**src/rtl/elevator_scheduler.sv**
```systemverilog
// SCAN-policy elevator scheduler: latches hall presses, picks direction, times travel legs and door dwell.
// Button-to-led latency 3 clk_50 edges; outputs decode state directly, no backpressure.
module elevator_scheduler #(
    parameter int N_FLOORS     = 3,
    parameter int TICK_DIV     = 25_000_000,
    parameter int TRAVEL_TICKS = 4,
    parameter int DOOR_TICKS   = 6
) (
    input  logic                clk_50,
    input  logic                rst_n,
    input  logic [N_FLOORS-1:0] button_n,
    output logic [N_FLOORS-1:0] led,
    output logic [N_FLOORS-1:0] floor,
    output logic                door,
    output logic                moving,
    output logic                dir_up
);
    localparam int PW   = $clog2(TICK_DIV + 1);
    localparam int MAXT = (TRAVEL_TICKS > DOOR_TICKS) ? TRAVEL_TICKS : DOOR_TICKS;
    localparam int TW   = $clog2(MAXT + 1);
    localparam logic [PW-1:0]       PRESC_LAST  = PW'(TICK_DIV - 1);
    localparam logic [TW-1:0]       TRAVEL_LAST = TW'(TRAVEL_TICKS - 1);
    localparam logic [TW-1:0]       DOOR_LAST   = TW'(DOOR_TICKS - 1);
    localparam logic [N_FLOORS-1:0] ONE         = N_FLOORS'(1);

    typedef enum logic [1:0] {IDLE, MOVE_UP, MOVE_DOWN, DOOR_OPEN} state_t;
    state_t state, state_nxt;

    logic [N_FLOORS-1:0] sync1, sync2, sync_prev, press;
    logic [N_FLOORS-1:0] req, req_nxt, floor_nxt;
    logic [PW-1:0]       presc;
    logic [TW-1:0]       tcnt;
    logic dir_nxt, tick, last_tick, restart, tmr_clr;
    logic above, below, req_here, press_here;

    // Synchronisers idle at 1 so a button held through reset is not seen as a press.
    always_ff @(posedge clk_50 or negedge rst_n) begin
        if (!rst_n) begin
            sync1     <= '1;
            sync2     <= '1;
            sync_prev <= '1;
        end else begin
            sync1     <= button_n;
            sync2     <= sync1;
            sync_prev <= sync2;
        end
    end

    assign press      = sync_prev & ~sync2;
    assign tick       = (presc == PRESC_LAST);
    assign last_tick  = tick && (tcnt == ((state == DOOR_OPEN) ? DOOR_LAST : TRAVEL_LAST));
    assign req_here   = |(req & floor);
    assign press_here = |(press & floor);
    assign below      = |(req & (floor - ONE));
    assign above      = |(req & ~(floor | (floor - ONE)));

    always_comb begin
        state_nxt = state;
        floor_nxt = floor;
        dir_nxt   = dir_up;
        restart   = 1'b0;
        req_nxt   = req | press;
        case (state)
            IDLE: begin
                req_nxt = req | (press & ~floor);
                if (press_here || req_here) begin
                    state_nxt = DOOR_OPEN;
                end else if (above && (dir_up || !below)) begin
                    state_nxt = MOVE_UP;
                    dir_nxt   = 1'b1;
                end else if (below) begin
                    state_nxt = MOVE_DOWN;
                    dir_nxt   = 1'b0;
                end
            end
            MOVE_UP: begin
                if (last_tick && !floor[N_FLOORS-1]) begin
                    floor_nxt = floor << 1;
                    if (|(req & floor_nxt)) state_nxt = DOOR_OPEN;
                end
            end
            MOVE_DOWN: begin
                if (last_tick && !floor[0]) begin
                    floor_nxt = floor >> 1;
                    if (|(req & floor_nxt)) state_nxt = DOOR_OPEN;
                end
            end
            DOOR_OPEN: begin
                req_nxt = req | (press & ~floor);
                if (press_here)     restart   = 1'b1;
                else if (last_tick) state_nxt = IDLE;
            end
            default: state_nxt = IDLE;
        endcase
        // Serving a floor retires its request on the same edge the door opens.
        if (state_nxt == DOOR_OPEN && state != DOOR_OPEN) req_nxt = req_nxt & ~floor_nxt;
        tmr_clr = restart || (state_nxt != state) || (floor_nxt != floor);
    end

    always_ff @(posedge clk_50 or negedge rst_n) begin
        if (!rst_n) begin
            state  <= IDLE;
            req    <= '0;
            floor  <= ONE;
            dir_up <= 1'b1;
            presc  <= '0;
            tcnt   <= '0;
        end else begin
            state  <= state_nxt;
            req    <= req_nxt;
            floor  <= floor_nxt;
            dir_up <= dir_nxt;
            if (tmr_clr) begin
                presc <= '0;
                tcnt  <= '0;
            end else if (tick) begin
                presc <= '0;
                tcnt  <= last_tick ? '0 : tcnt + TW'(1);
            end else begin
                presc <= presc + PW'(1);
            end
        end
    end

    assign led    = req;
    assign door   = (state == DOOR_OPEN);
    assign moving = (state == MOVE_UP) || (state == MOVE_DOWN);
endmodule

```
**config.mk**
```make
export PLATFORM = sky130hd
export DESIGN_NAME = elevator_scheduler
export DESIGN_NICKNAME = d
export VERILOG_FILES = /design/src/rtl/elevator_scheduler.sv
export SDC_FILE = /design/constraint.sdc
export NUM_CORES = 1
export LEC_CHECK = 0
export CORE_ASPECT_RATIO = 1.5
export CORE_MARGIN = 5
export CORE_UTILIZATION = 33
export DETAILED_ROUTE_END_ITERATION = 10
export SYNTH_ARGS = -nofsm -noshare
export SYNTH_HDL_FRONTEND = slang
export SYNTH_SLANG_ARGS = --single-unit
```
**constraint.sdc**
```tcl
create_clock -name clk_50 -period 3.25 [get_ports clk_50]
set_clock_uncertainty 0.2 [all_clocks]
set_input_delay 0.975 -clock clk_50 [delete_from_list [all_inputs] [get_ports clk_50]]
set_output_delay 0.975 -clock clk_50 [all_outputs]
set_load 0.01 [all_outputs]
```
==> results of run 1 <==
[critical path, delay by kind of cell, from the launching register on]
family	cells	cell delay [ns]
buf+inv	2	0.70
fa+ha+maj	1	0.33
flops	1	0.50
[sequential cells by signal, indices dropped and copies added, names as in the netlist]
| signal | cells |
|---|---|
| dir_up | 1 |
| sync2 | 3 |
| sync1 | 3 |
| state | 2 |
| presc | 25 |
| led | 3 |
| sync_prev | 3 |
| tcnt | 3 |
| floor | 3 |
[Yosys cell counts, drive strengths merged (3+ instances only)]
library cell	number
a211oi	3
a21oi	8
a22o	3
a22oi	3
a31oi	5
and2	3
and3	6
and4	5
buf	9
clkbuf	6
dfrtp	35
dfstp	11
ha	9
inv	12
nand2	15
nand2b	6
nand3	15
nand3b	3
nand4	11
nor2	14
nor3	18
nor4	19
o211ai	3
o22ai	3
xnor2	9
xor2	15
[final timing paths]
path	start	endpoint	slack (ns)
setup reg to reg	floor[0]	presc[3]	0.30
hold / removal	sync1[1]	sync2[1]	0.15
min in group asynchronous	rst_n	led[0]	0.45
setup / recovery	state[1]	moving	0.26
max in group asynchronous	rst_n	dir_up	2.13
hold reg to reg	sync1[1]	sync2[1]	0.15
[cells by family (layout without fill, tap and decap cells)]
logic type               Yosys count  after routing  synth area share [%]
adder cells (fa/ha/maj)            9              9                 4.148
buffers and inverters             27             45                 5.391
multiplexers                       1              1                0.4147
XOR/XNOR                          24             24                 7.742
flip-flops                        46             46                 42.90
AO/OA/AOI/OAI                     45             45                 13.27
AND/OR/NAND/NOR                  123            123                 26.13
[power breakdown]
part	leakage, nW	switching [mW]	internal (mW)
Clock	0.0841	0.212	0.384
Combinational	0.604	0.537	0.312
Sequential	0.582	0.0361	0.611
[per-layer routing]
metal | share of wire, % | global-route usage [%] | wire length (um) | up-vias
li1 | - | - | - | 1059
met1 | 43 | 14.83 | 2623 | 1089
met2 | 52 | 22.08 | 3149 | 38
met3 | 3.1 | 2.378 | 188 | 9
met4 | 1.5 | 5.131 | 92 | 0
met5 | 0 | 0 | 0 | -
[layout make-up]
type	instances	area, sq um
repair buffers	25	240.2
clock buffers	7	142.6
flip-flops and latches	46	1165
well taps	105	131.4
inverters	12	45.04
clock inverters	1	30.03
multi-input cells	202	1410
fillers	807	4843
[repair_timing]
action                     in CTS  in global routing
setup endpoints to repair       0                 17
gates resized for setup         0                  1
buffers inserted                0                  2
==> metrics, run 1 <==
status completed; TritonCTS buffer count 5; CP Max Fanout 7; Detailed Route Iter0 Violations 94; CP cell instances inv_1 > ha_1 > clkdlybuf4s50_1; Reg2Reg Depth 11; share of cells above drive strength 1 13.65%; Async S/R FF share, synth 100.0%; Final Cycle Share 92.12%; Max transition margin 45.89%; CP Launch Type flip-flop; Clk Latency, worst-skew pair 0.29 ns; worst-path cell with the longest stage delay clkdlybuf4s50_1; Placer Congestion 0.8529; Synth Instances 275; core area 8008 sq um; Placed Instances 388; Min-Delay Path Class reg2reg; I/O Pins 14; Post-Place Worst Slack 0.1998 ns; Clk pin slew, worst setup/hold paths 0.06 ns; initial core utilization 33.91%; Mapped Area 2715 sq um; Mapped Avg Cell Area 9.873 sq um; WS Path Type reg2out; DR WL/cell 15.21 um; first-pass GRT wire length 10.54 mm; Main synth FF type dfrtp_1; vias in the first global route 2266; IR drop worst, VDD 0.4825 mV; Final HPWL DP 4.103 mm; final setup violation count 0; final WL 6.053 mm; die area 10180 sq um; FMAX 0.3340 GHz; CTS Hold Bufs 0; CTS tree built; clock buffer depth 2; Yosys cell types 54; crit-path max cell delay 0.54 ns; post-synth net total 289; Design Power 2.092 mW; CTS H-Tree Depth 2; largest net degree at the start of global routing 47; synth top area cells dfrtp_1 (32%), dfstp_2 (11%), xor2_1 (4.8%); # clock sinks 46; Post-route DRC 0; worst setup margin 0.2560 ns; Post-synth EDFFs 0; Placed Area 2970 sq um; vias per cell 5.515; Yosys Warn Count 0; Non-Filler Instances 398; post-synth top area cell dfrtp_1; commonest non-fill, non-tap cell in the layout dfrtp_1; most frequent cells in the layout dfrtp_1 (35), nor4_1 (19), nor3_1 (18); Crit. End Element output port; DRT antenna net count 0; number of diodes 0; Die Height 121.1 um; Data required, critical path 2.07 ns; CTS root buf clkbuf_16; DR vias 2195; register bit total from synthesis 46; utilization after layout 39.52%; total negative slack 0 ns; Max Cap Viol 0; LEAKAGE 1.271 nW; initial antenna violation count 0; Final Max Tran Viols 0; sequential fraction of the synthesis area 42.90%; Hold WS 0.1549 ns; Period minus WS final 2.994 ns; area added between synthesis and finish 16.54%; slew of the pin with the lowest slew margin 0.8087 ns; Rows 40; Final Hold Fails 0; unrepaired setup endpoints after global routing false; Worst Hold Depth 0; top-area cell type share of the netlist area 32.26%; Tot GR Track Use 12.55%; grt total ovfl 0; Port-buffer cells 13; TritonRoute pass-1 iters 4; Finished Cell Area 3164 sq um; Final nets 306; Power Density 661.0 nW/um^2; die width 84.06 um; WP data arrival 1.82 ns
Power figures use the tool's default switching activity.
==> run 2, diff against run 1 <==
--- a/config.mk
+++ b/config.mk
@@ -7,8 +7,10 @@
 export LEC_CHECK = 0
 export CORE_ASPECT_RATIO = 1.5
 export CORE_MARGIN = 5
-export CORE_UTILIZATION = 33
+export CORE_UTILIZATION = 55
 export DETAILED_ROUTE_END_ITERATION = 10
+export PLACE_DENSITY = 0.74
+export RECOVER_POWER = 100
 export SYNTH_ARGS = -nofsm -noshare
 export SYNTH_HDL_FRONTEND = slang
 export SYNTH_SLANG_ARGS = --single-unit
==> metrics, run 2 (synthesized netlist as in run 1, its figures left out) <==
Final HPWL DP 4.314 mm (was 4.103 mm); CP Max Fanout 12 (was 7); grt total ovfl 0 (unchanged); # clock sinks 46 (unchanged); DRT antenna net count 0 (unchanged); Clk Latency, worst-skew pair 0.29 ns (about the same); CP cell instances inv_1 > ha_4 > clkdlybuf4s50_1 (was inv_1 > ha_1 > clkdlybuf4s50_1); CTS root buf clkbuf_8 (was clkbuf_16); die width 67.37 um (was 84.06 um); Hold EP sync2[1] (unchanged); R2R Setup Slk 0.27 ns (was 0.30 ns); DR WL/cell 16.57 um (was 15.21 um); Worst Hold Depth 0 (unchanged); TritonCTS buffer count 5 (unchanged); CTS H-Tree Depth 2 (unchanged); Clk pin slew, worst setup/hold paths 0.08 ns (was 0.06 ns); commonest non-fill, non-tap cell in the layout dfrtp_1 (unchanged); filler cell count 452 (was 807); DR vias 2199 (was 2195); IR drop worst, VDD 0.2818 mV (was 0.4825 mV); crit-path max cell delay 0.56 ns (was 0.54 ns); CP Launch Type flip-flop (unchanged); Reg with most FFs presc (unchanged); Port-buffer cells 13 (unchanged); WP data arrival 1.87 ns (was 1.82 ns); worst r2r src state[0] (was floor[0]); Period minus WS final 3.044 ns (was 2.994 ns); Max Cap Viol 0 (unchanged); CTS Hold Bufs 0 (unchanged); Setup Buffers After CTS 0 (unchanged); initial core utilization 56.45% (was 33.91%); Rows 31 (was 40); first-pass GRT wire length 10.42 mm (was 10.54 mm); CP Launch Point state[1] (unchanged); Detailed Route Iter0 Violations 129 (was 94); worst r2r dst presc[3] (unchanged); initial antenna violation count 0 (unchanged); max reg flops 25 (unchanged); Tot GR Track Use 21.08% (was 12.55%); Reg2Reg Depth 9 (was 11); clock buffer depth 2 (unchanged); share of cells above drive strength 1 9.622% (was 13.65%); Hold Crit Start sync1[1] (unchanged); Final Hold Fails 0 (unchanged); Final Max Tran Viols 0 (unchanged); Final nets 304 (was 306); slew of the pin with the lowest slew margin 1.061 ns (was 0.8087 ns); core area 4810 sq um (was 8008 sq um); unrepaired setup endpoints after global routing false (unchanged); number of diodes 0 (unchanged); worst-path cell with the longest stage delay clkdlybuf4s50_1 (unchanged); Crit. End Element output port (unchanged); total negative slack 0 ns (unchanged); CP top delay family buffers and inverters (unchanged); most frequent cells in the layout dfrtp_1 (35), nor4_1 (19), nor3_1 (18) (unchanged); Final Cycle Share 93.67% (was 92.12%); Critical path buffers and inverters 2 (unchanged); Post-route DRC 0 (unchanged); final WL 5.917 mm (was 6.053 mm); TritonRoute pass-1 iters 4 (unchanged); Placer Congestion 0.9031 (was 0.8529); die area 6470 sq um (was 10180 sq um); FMAX 0.3285 GHz (was 0.3340 GHz); I/O Pins 14 (unchanged); Max transition margin 29.29% (was 45.89%); WS Path Type reg2out (unchanged); area added between synthesis and finish 10.18% (was 16.54%); Hold WS 0.1647 ns (was 0.1549 ns); largest net degree at the start of global routing 29 (was 47); Die Height 96.05 um (was 121.1 um); Min-Delay Path Class reg2reg (unchanged); LEAKAGE 1.207 nW (was 1.271 nW); vias in the first global route 2183 (was 2266); Power Density 620.9 nW/um^2 (was 661.0 nW/um^2); final setup violation count 0 (unchanged); CTS tree built (unchanged); Data required, critical path 2.07 ns (about the same); status completed (unchanged); vias per cell 6.160 (was 5.515)
-- run 2: timing repair --
action,4_1_cts,5_1_grt
hold endpoints to repair,0,0
gates resized for setup,0,2
setup endpoints to repair,0,1
-- run 2: through the flow --
step / area [sq um] / power [mW] / setup WS, ns / std cells / util [%]
6_report: 2992 / 1.858 / 0.2057 / 357 / 62.20
3_5_place_dp: 2897 / 1.439 / 0.3054 / 349 / 60.22
5_1_grt: 2992 / 1.993 / 0.03373 / 357 / 62.20
4_1_cts: 3003 / 1.854 / 0.01450 / 357 / 62.43
2_1_floorplan: 2715 / 1.264 / 0.4420 / 275 / -
3_3_place_gp: 2897 / 1.430 / 0.3532 / 349 / 60.22
-- run 2: report_power, final --
part	leakage (nW)	total, mW	internal, mW	switching [mW]
registers	0.581	0.643	0.609	0.0343
logic	0.574	0.803	0.281	0.521
clock network	0.0524	0.412	0.230	0.181
total	1.21	1.86	1.12	0.737
-- run 2: area by class of cell --
type / instances / area (sq um) / area share, %
inverters: 12 / 45.04 / 1.506
well taps: 66 / 82.58 / 2.760
clock buffers: 7 / 76.32 / 2.551
flip-flops and latches: 46 / 1165 / 38.94
repair buffers: 23 / 183.9 / 6.148
multi-input cells: 202 / 1409 / 47.09
clock inverters: 1 / 30.03 / 1.004
-- run 2: worst max path at each step --
stage | end | slack [ns] | depth (start not counted)
after global placement | moving | 0.35 | 3
after CTS | moving | 0.01 | 3
after floorplan | presc[16] | 0.44 | 12
final | moving | 0.21 | 3
after global routing | presc[21] | 0.03 | 9
after detailed placement | presc[3] | 0.31 | 9
-- run 2: per-layer routing --
layer	wire, um	GRT usage (%)
met1	2465	25.94
met2	3154	35.77
met3	153	3.271
met4	143	9.645
met5	0	0
